**src/rtl/mips_mult_pkg.sv**
```systemverilog
// Shared constants and state encoding for the multiply/divide sequencing logic.
package mips_mult_pkg;

  localparam logic [5:0] OP_RTYPE    = 6'h00;
  localparam logic [5:0] FUNCT_MULT  = 6'h18;
  localparam logic [5:0] FUNCT_MULTU = 6'h19;
  localparam logic [5:0] FUNCT_MFHI  = 6'h10;
  localparam logic [5:0] FUNCT_MFLO  = 6'h12;

  typedef enum logic [1:0] {
    IDLE = 2'b00,
    RUN  = 2'b01,
    WB   = 2'b10
  } mult_state_t;

endpackage

```
**src/rtl/mult_step_counter.sv**
```systemverilog
// Iteration counter with clear, increment and terminal count at MAX_COUNT-1.
`default_nettype none
module mult_step_counter #(
  parameter int MAX_COUNT = 32,
  parameter int CNT_W     = 6
) (
  input  logic             clk,
  input  logic             rst,
  input  logic             i_clr,
  input  logic             i_inc,
  output logic [CNT_W-1:0] o_cnt,
  output logic             o_tc
);

  logic [CNT_W-1:0] r_cnt;

  // Clear has priority so a terminal-count wrap and a fresh load both land on zero.
  always_ff @(posedge clk or negedge rst) begin
    if (!rst) begin
      r_cnt <= '0;
    end else if (i_clr) begin
      r_cnt <= '0;
    end else if (i_inc) begin
      r_cnt <= r_cnt + 1'b1;
    end
  end

  assign o_cnt = r_cnt;
  assign o_tc  = (r_cnt == CNT_W'(MAX_COUNT - 1));

endmodule
`default_nettype wire

```
**src/rtl/mult_sequencer.sv**
```systemverilog
// Iterative-multiplier controller: load, MULT_CYCLES steps, HI/LO write, pipeline interlock.
// Optional signed MULT support is enabled by defining MULT_SIGNED_EN.
`default_nettype none
module mult_sequencer
  import mips_mult_pkg::*;
#(
  parameter int MULT_CYCLES = 32,
  parameter int CNT_W       = 6
) (
  input  logic             clk,
  input  logic             rst,
  input  logic             ex_valid,
  input  logic [5:0]       ex_opcode,
  input  logic [5:0]       ex_funct,
  input  logic             id_mfhilo,
  input  logic             flush,
  output logic             mul_load,
  output logic             mul_step,
  output logic             hilo_we,
  output logic             stall_pipe,
  output logic             busy,
`ifdef MULT_SIGNED_EN
  output logic             mul_signed,
`endif
  output logic [CNT_W-1:0] step_cnt
);

  mult_state_t      r_state;
  logic             w_is_mult;
  logic             w_load;
  logic             w_run;
  logic             w_tc;
  logic [CNT_W-1:0] w_cnt;

`ifdef MULT_SIGNED_EN
  logic r_signed;
  assign w_is_mult = ex_valid & (ex_opcode == OP_RTYPE) &
                     ((ex_funct == FUNCT_MULTU) | (ex_funct == FUNCT_MULT));
`else
  assign w_is_mult = ex_valid & (ex_opcode == OP_RTYPE) & (ex_funct == FUNCT_MULTU);
`endif

  // Gated by rst so the strobe stays low while reset is held with a multiply in EX.
  assign w_load = (r_state == IDLE) & w_is_mult & ~flush & rst;
  assign w_run  = (r_state == RUN);

  always_ff @(posedge clk or negedge rst) begin
    if (!rst) begin
      r_state  <= IDLE;
`ifdef MULT_SIGNED_EN
      r_signed <= 1'b0;
`endif
    end else begin
      case (r_state)
        IDLE: begin
          if (w_load) r_state <= RUN;
`ifdef MULT_SIGNED_EN
          r_signed <= w_load & (ex_funct == FUNCT_MULT);
`endif
        end
        RUN: begin
          if (w_tc) r_state <= WB;
        end
        WB: begin
          r_state  <= IDLE;
`ifdef MULT_SIGNED_EN
          r_signed <= 1'b0;
`endif
        end
        default: r_state <= IDLE;
      endcase
    end
  end

  mult_step_counter #(
    .MAX_COUNT (MULT_CYCLES),
    .CNT_W     (CNT_W)
  ) u_step_counter (
    .clk   (clk),
    .rst   (rst),
    .i_clr (w_load | (w_run & w_tc)),
    .i_inc (w_run),
    .o_cnt (w_cnt),
    .o_tc  (w_tc)
  );

  assign mul_load   = w_load;
  assign mul_step   = w_run;
  assign hilo_we    = (r_state == WB);
  assign busy       = (r_state != IDLE);
  assign stall_pipe = busy & (id_mfhilo | w_is_mult);
  assign step_cnt   = w_cnt;
`ifdef MULT_SIGNED_EN
  assign mul_signed = r_signed;
`endif

endmodule
`default_nettype wire

```
**config.mk**
```make
export PLATFORM = sky130hd
export DESIGN_NAME = mult_sequencer
export DESIGN_NICKNAME = d
export VERILOG_FILES = /design/src/rtl/mips_mult_pkg.sv /design/src/rtl/mult_step_counter.sv /design/src/rtl/mult_sequencer.sv
export SDC_FILE = /design/constraint.sdc
export NUM_CORES = 1
export LEC_CHECK = 0
export ABC_AREA = 0
export CORE_MARGIN = 5
export CORE_UTILIZATION = 31
export DETAILED_ROUTE_END_ITERATION = 12
export PLACE_DENSITY = 0.71
export REMOVE_ABC_BUFFERS = 1
export SYNTH_ARGS = -nofsm -noshare
export SYNTH_HDL_FRONTEND = slang
export SYNTH_HIERARCHICAL = 1
export SYNTH_SLANG_ARGS = --single-unit
```
**constraint.sdc**
```tcl
create_clock -name clk -period 1.4 [get_ports clk]
set_clock_uncertainty 0.2 [all_clocks]
set_input_delay 0.35 -clock clk [delete_from_list [all_inputs] [get_ports clk]]
set_output_delay 0.35 -clock clk [all_outputs]
set_load 0.005 [all_outputs]
```
Word level (Yosys, flattened, before mapping)
Index checks and enable logic that the tools add are counted.

Register bits: 8. Output and inout bits: 11. Logic and storage cells: 29. Input bits: 17.

Mux-type cells: 5. Bitwise operators: 10. $add $sub $neg: 1. Reduce and logical (&&, ||, !) cells: 5. Equality and inequality tests: 6.

Operators with widths (number): 6-bit by 5-bit equality test with 1-bit output, second input constant (2); 6-bit 2-to-1 mux (2); 1-bit AND (7); 6-bit by 1-bit adder with 6-bit output, second input constant (1); 6-bit zero test (1); 2-bit 2-to-1 mux (2); 2-bit one-hot mux with 2 select lines (1); 2-bit nonzero test (2); 2-bit by 1-bit equality test with 1-bit output, second input constant (1); 2-bit equality test, second input constant (1); 2-bit zero test (1); 2-bit by 1-bit != test with 1-bit output, second input constant (1); 2-bit != test, second input constant (1); 1-bit OR (2); 2-bit AND reduction (1); 1-bit NOT (1).

Depth between registers and ports, before layout
Gate-level depths: netlist (run 1).

Word-level depth: 8. Gate-level depth with buffers: 5. Depth with buffers taken out: 5.

Hierarchy
Netlist (run 1), hierarchy kept.

By module, submodules not included: mult_step_counter (area each 281.5 µm², sequential area each 150.1 µm², cells an instance 27, instances 1); mult_sequencer (area each 157.7 µm², sequential area each 50.0 µm², cells an instance 19, instances 1).

Worst setup path after synthesis (run 1)
OpenSTA, ideal clock, no wires.

Path type: register to register. Start point: register r_state[1]. End point: register u_step_counter.r_cnt[5], in the netlist u_step_counter/o_cnt[5]. Slack: -163 ps. Required time: 1122 ps. Arrival: 1285 ps. Stages on the path, launching flop included: 6. Setup time: 78 ps. Buffers on the path: 1. Period minus slack after synthesis: 1563 ps. Cells stage by stage: dfrtp_1 -> nor2b_1 -> buf_2 -> nand3_1 -> or3_1 -> a21oi_1.

Elaborated cells between the ends (all ways): 9. Those cells by class: eq/ne (1); mux (1); bitwise (5); reduce/logical (2).

RTL lines: start, declared (line mult_sequencer.sv:28) `mult_state_t r_state;`; start signal, assigned (line mult_sequencer.sv:49) `r_state <= IDLE;`; start signal, assigned (line mult_sequencer.sv:56) `if (w_load) r_state <= RUN;`; start signal, assigned (line mult_sequencer.sv:62) `if (w_tc) r_state <= WB;`; 2-bit by 1-bit equality test with 1-bit output * (line mult_sequencer.sv:45) `assign w_run = (r_state == RUN);`; net mul_step (line mult_sequencer.sv:18) `output logic mul_step,`; 1-bit AND (line mult_sequencer.sv:81) `.i_clr (w_load | (w_run & w_tc)),`; 1-bit OR (line mult_sequencer.sv:81); 6-bit 2-to-1 mux or 2-bit nonzero test (tied branches); end signal, assigned (line mult_step_counter.sv:24) `r_cnt <= r_cnt + 1'b1;`; end, declared (line mult_step_counter.sv:15) `logic [CNT_W-1:0] r_cnt;`.

Mark *: on every way through the listed nets, which the timed path passes. The rest lies on a longest branch. A chain may end at the register's enable or synchronous reset.

Worst setup path after layout (run 1)
Start point: input port ex_funct[2]. End point: output port stall_pipe.

Cells in the longest elaborated chain, start to end: 4.

RTL lines: start, declared (line mult_sequencer.sv:14) `input logic [5:0] ex_funct,`; 6-bit by 5-bit equality test with 1-bit output (line mult_sequencer.sv:40) `assign w_is_mult = ex_valid & (ex_opcode == OP_RTYPE) & (ex_funct == FUNCT_MULTU);`; 1-bit AND (line mult_sequencer.sv:40); 1-bit OR (line mult_sequencer.sv:91) `assign stall_pipe = busy & (id_mfhilo | w_is_mult);`; 1-bit AND (line mult_sequencer.sv:91); end, declared (line mult_sequencer.sv:20) `output logic stall_pipe,`.

No other way between the ends.

==> flow_summary.ini, run 1 <==
[run_status]
status = finished, violations left
failed_checks = setup timing

[sta]
maxSlewHeadroom = 0.710
finalSetupViolCount = 14
worst_pin_slew_ns = 0.430
finalSetupTns_ns = -3.43
period_share = 1.30
rsz0062_at_grt = true
period_minus_slack_ns = 1.83
finalHoldViolCount = 0
fmax_mhz = 548
drv_slew = 0
finalWorstSetupSlack_ns = -0.426

[setup_path]
path_delay_family = buffers and inverters
worst-setup-path-type = input pin to output port
cp-start-kind = input pin
crit_path_end_kind = output port
path_cells = buf_2 > and4bb_2 > nand4_1 > buf_4 > a21oi_2 > buf_2
crit_required_ns = 0.85
slowest_delay_ns = 0.27
worstPathMaxFanout = 2
crit_slowest_cell = and4bb_2
cp.arrival_ns = 1.28
crit_buf_inv = 3
path_common_cell = buf_2

[layout]
fillers = 106
seq_area_um2 = 200
nNetsFinal = 121
drive_above_1_share = 0.673
multiInputGateArea_um2 = 332
diodes = 0
syn_to_final_growth_pct = 132
final_util = 0.773

[clocking]
cts_htree_levels = 1
cts_buffers = 3
clock_latency_ns = 0.25
path_clk_slew_ns = 0.05
hold_buffers = 0
cts_tree = yes
root_buffer = clkbuf_4
clock-sinks = 8
clockBufferDepth = 2

[floorplan]
dieArea_um2 = 2270
die_h_um = 47.6
die_w_um = 47.6
coreArea_um2 = 1320
ioPinCount = 28
start_util = 0.333
std_cell_rows = 13

[synthesis]
synthesis.area_um2 = 439
synth_seq_cells = 8
yosysWarnings = 6
syn_inst = 46
ys_seq_area_frac = 0.456
avgSynthCellArea_um2 = 9.55
ys_types = 23

[global_routing]
grt_overflow = 0
grt_pass1_wl_um = 2500
grt_pass1_vias = 554
track_usage = 0.163
grt_antenna_before_repair = 0
grt_max_degree = 9

[power]
p_comb_frac = 0.120
vdd_drop_max_mv = 0.398
p_seq_frac = 0.509
p_int_mw = 0.367
clockPowerShare = 0.371
p_per_area_nw_per_um2 = 447
leakage_nw = 0.494
p_switching_mw = 0.0890
p_sw_frac = 0.195
power_mw = 0.455

[min_path]
hold_path_class = input pin to asynchronous set/reset pin

[routing]
first_pass_iters = 4
viasPerCell = 5.12
ant_nets = 0
wl_um = 1940
first_iter_violations = 15
wl_per_cell_um = 16.7
drc = 0
dr_total_vias = 594

[placed_design]
dp_hpwl_um = 1110
gp_congestion = 0.733
place.port_buffers = 27

[flow_run]
drv_cap = 0
==> registers in the layout (all words and copies together) (netlist names) <==
signal	count
u_step_counter/o_cnt	6
r_state	2
==> what timing repair did <==
| action | in CTS | in global routing |
|---|---|---|
| gates resized for setup | 84 | 30 |
| setup endpoints to repair | 18 | 18 |
| pin swaps | 13 | 14 |
| buffers inserted | 12 | 2 |
==> final cells by class <==
type,count,area share
clock buffer,3,0.0221
inverter,3,0.0111
multi-input combinational,34,0.326
sequential,8,0.197
tap,15,0.0184
timing repair buffer,53,0.426
==> logic make-up after synthesis <==
logic type,after synthesis,share of synthesized area
AOI/OAI and AO/OA,5,0.0655
xor gates and xnor gates,4,0.0798
adders and majority gates,1,0.0285
buffers and inverters,4,0.0370
DFF,8,0.456
muxes,1,0.0228
and+or+nand+nor,23,0.311
==> worst register-to-register path: stages, from the launching register on <==
cell and delay, ns:
dfrtp_1 0.39, buf_4 0.14, buf_6 0.10, nor2b_4 0.12
buf_6 0.12, and2_4 0.16, o21bai_4 0.17, buf_8 0.15
a21oi_4 0.11
==> metal layers <==
layer  part of all wire  vias up  track usage
met5                  0        -            0
met4              0.014        0       0.0484
met3              0.060        4       0.0602
met2               0.60       30        0.307
met1               0.33      288        0.167
li1                   -      272            -
==> worst paths after layout <==
path,start,end,slack (ns),cells after the start
min,rst,r_state[0]$_DFFE_PN0P_,0.22,2
max reg2reg,r_state[0]$_DFFE_PN0P_,u_step_counter/o_cnt[5]$_DFFE_PN0P_,-0.34,8
max in group asynchronous,rst,u_step_counter/o_cnt[1]$_DFFE_PN0P_,0.65,2
max,ex_funct[2],stall_pipe,-0.43,6
min in group clk,ex_opcode[0],r_state[0]$_DFFE_PN0P_,0.44,6
min reg2reg,u_step_counter/o_cnt[4]$_DFFE_PN0P_,u_step_counter/o_cnt[4]$_DFFE_PN0P_,0.46,3
==> Yosys cell counts <==
master	number	area [µm²]
nand3_1	2	10.0
dfrtp_1	8	200
nor2_1	8	30.0
nor4_2	1	12.5
ha_1	1	12.5
and4bb_2	1	12.5
nand3b_1	1	7.51
o22ai_1	1	6.26
xor2_1	3	26.3
xnor2_1	1	8.76
or3_1	1	6.26
and3b_1	1	8.76
buf_2	1	5.00
nand4_1	3	18.8
nor2b_1	2	12.5
nor3b_1	1	7.51
inv_1	3	11.3
o21bai_1	1	7.51
nand2_1	1	3.75
and2_1	1	6.26
a21oi_1	2	10.0
o21ai_0	1	5.00
mux2i_1	1	10.0
==> cells in the final DEF, fill, tap and decap left out, drive strengths merged, types with 2 or more instances in the layout <==
master | Yosys | final
a21oi | 2 | 2
xor2 | 3 | 3
dlygate4sd2 | 0 | 3
clkbuf | 0 | 8
clkdlybuf4s15 | 0 | 2
nand3 | 2 | 2
nor2 | 8 | 8
nand4 | 3 | 3
buf | 1 | 40
inv | 3 | 3
nor2b | 2 | 2
dfrtp | 8 | 8
clkdlybuf4s50 | 0 | 3
==> per-stage QoR <==
stage	worst slack [ns]	hold slack, ns	cell area, µm²	instances
2_1_floorplan	-0.244	-0.146	434	45
3_3_place_gp	-1.00	0.356	836	102
3_5_place_dp	-1.02	0.359	836	102
4_1_cts	-0.367	0.208	930	116
5_1_grt	-0.483	0.207	1020	116
6_report	-0.426	0.217	1020	116
==> power by group through the flow <==
stage          registers (mW)  logic [mW]  clock network, mW
4_1_cts                 0.232      0.0482              0.178
2_1_floorplan           0.236     0.00680                  0
3_3_place_gp            0.236      0.0614                  0
5_1_grt                 0.231      0.0590              0.198
6_report                0.232      0.0545              0.169
3_5_place_dp            0.236      0.0625                  0
Note: power is estimated with default switching activity, not from simulation.
==> inputs of run 2 (changes only) <==
--- a/config.mk
+++ b/config.mk
@@ -6,6 +6,7 @@
 export NUM_CORES = 1
 export LEC_CHECK = 0
 export ABC_AREA = 0
+export CAP_MARGIN = 20
 export CORE_MARGIN = 5
 export CORE_UTILIZATION = 31
 export DETAILED_ROUTE_END_ITERATION = 12
==> results of run 2 <==
Same layout as run 1: the final DEF is identical, and so are final timing and power.
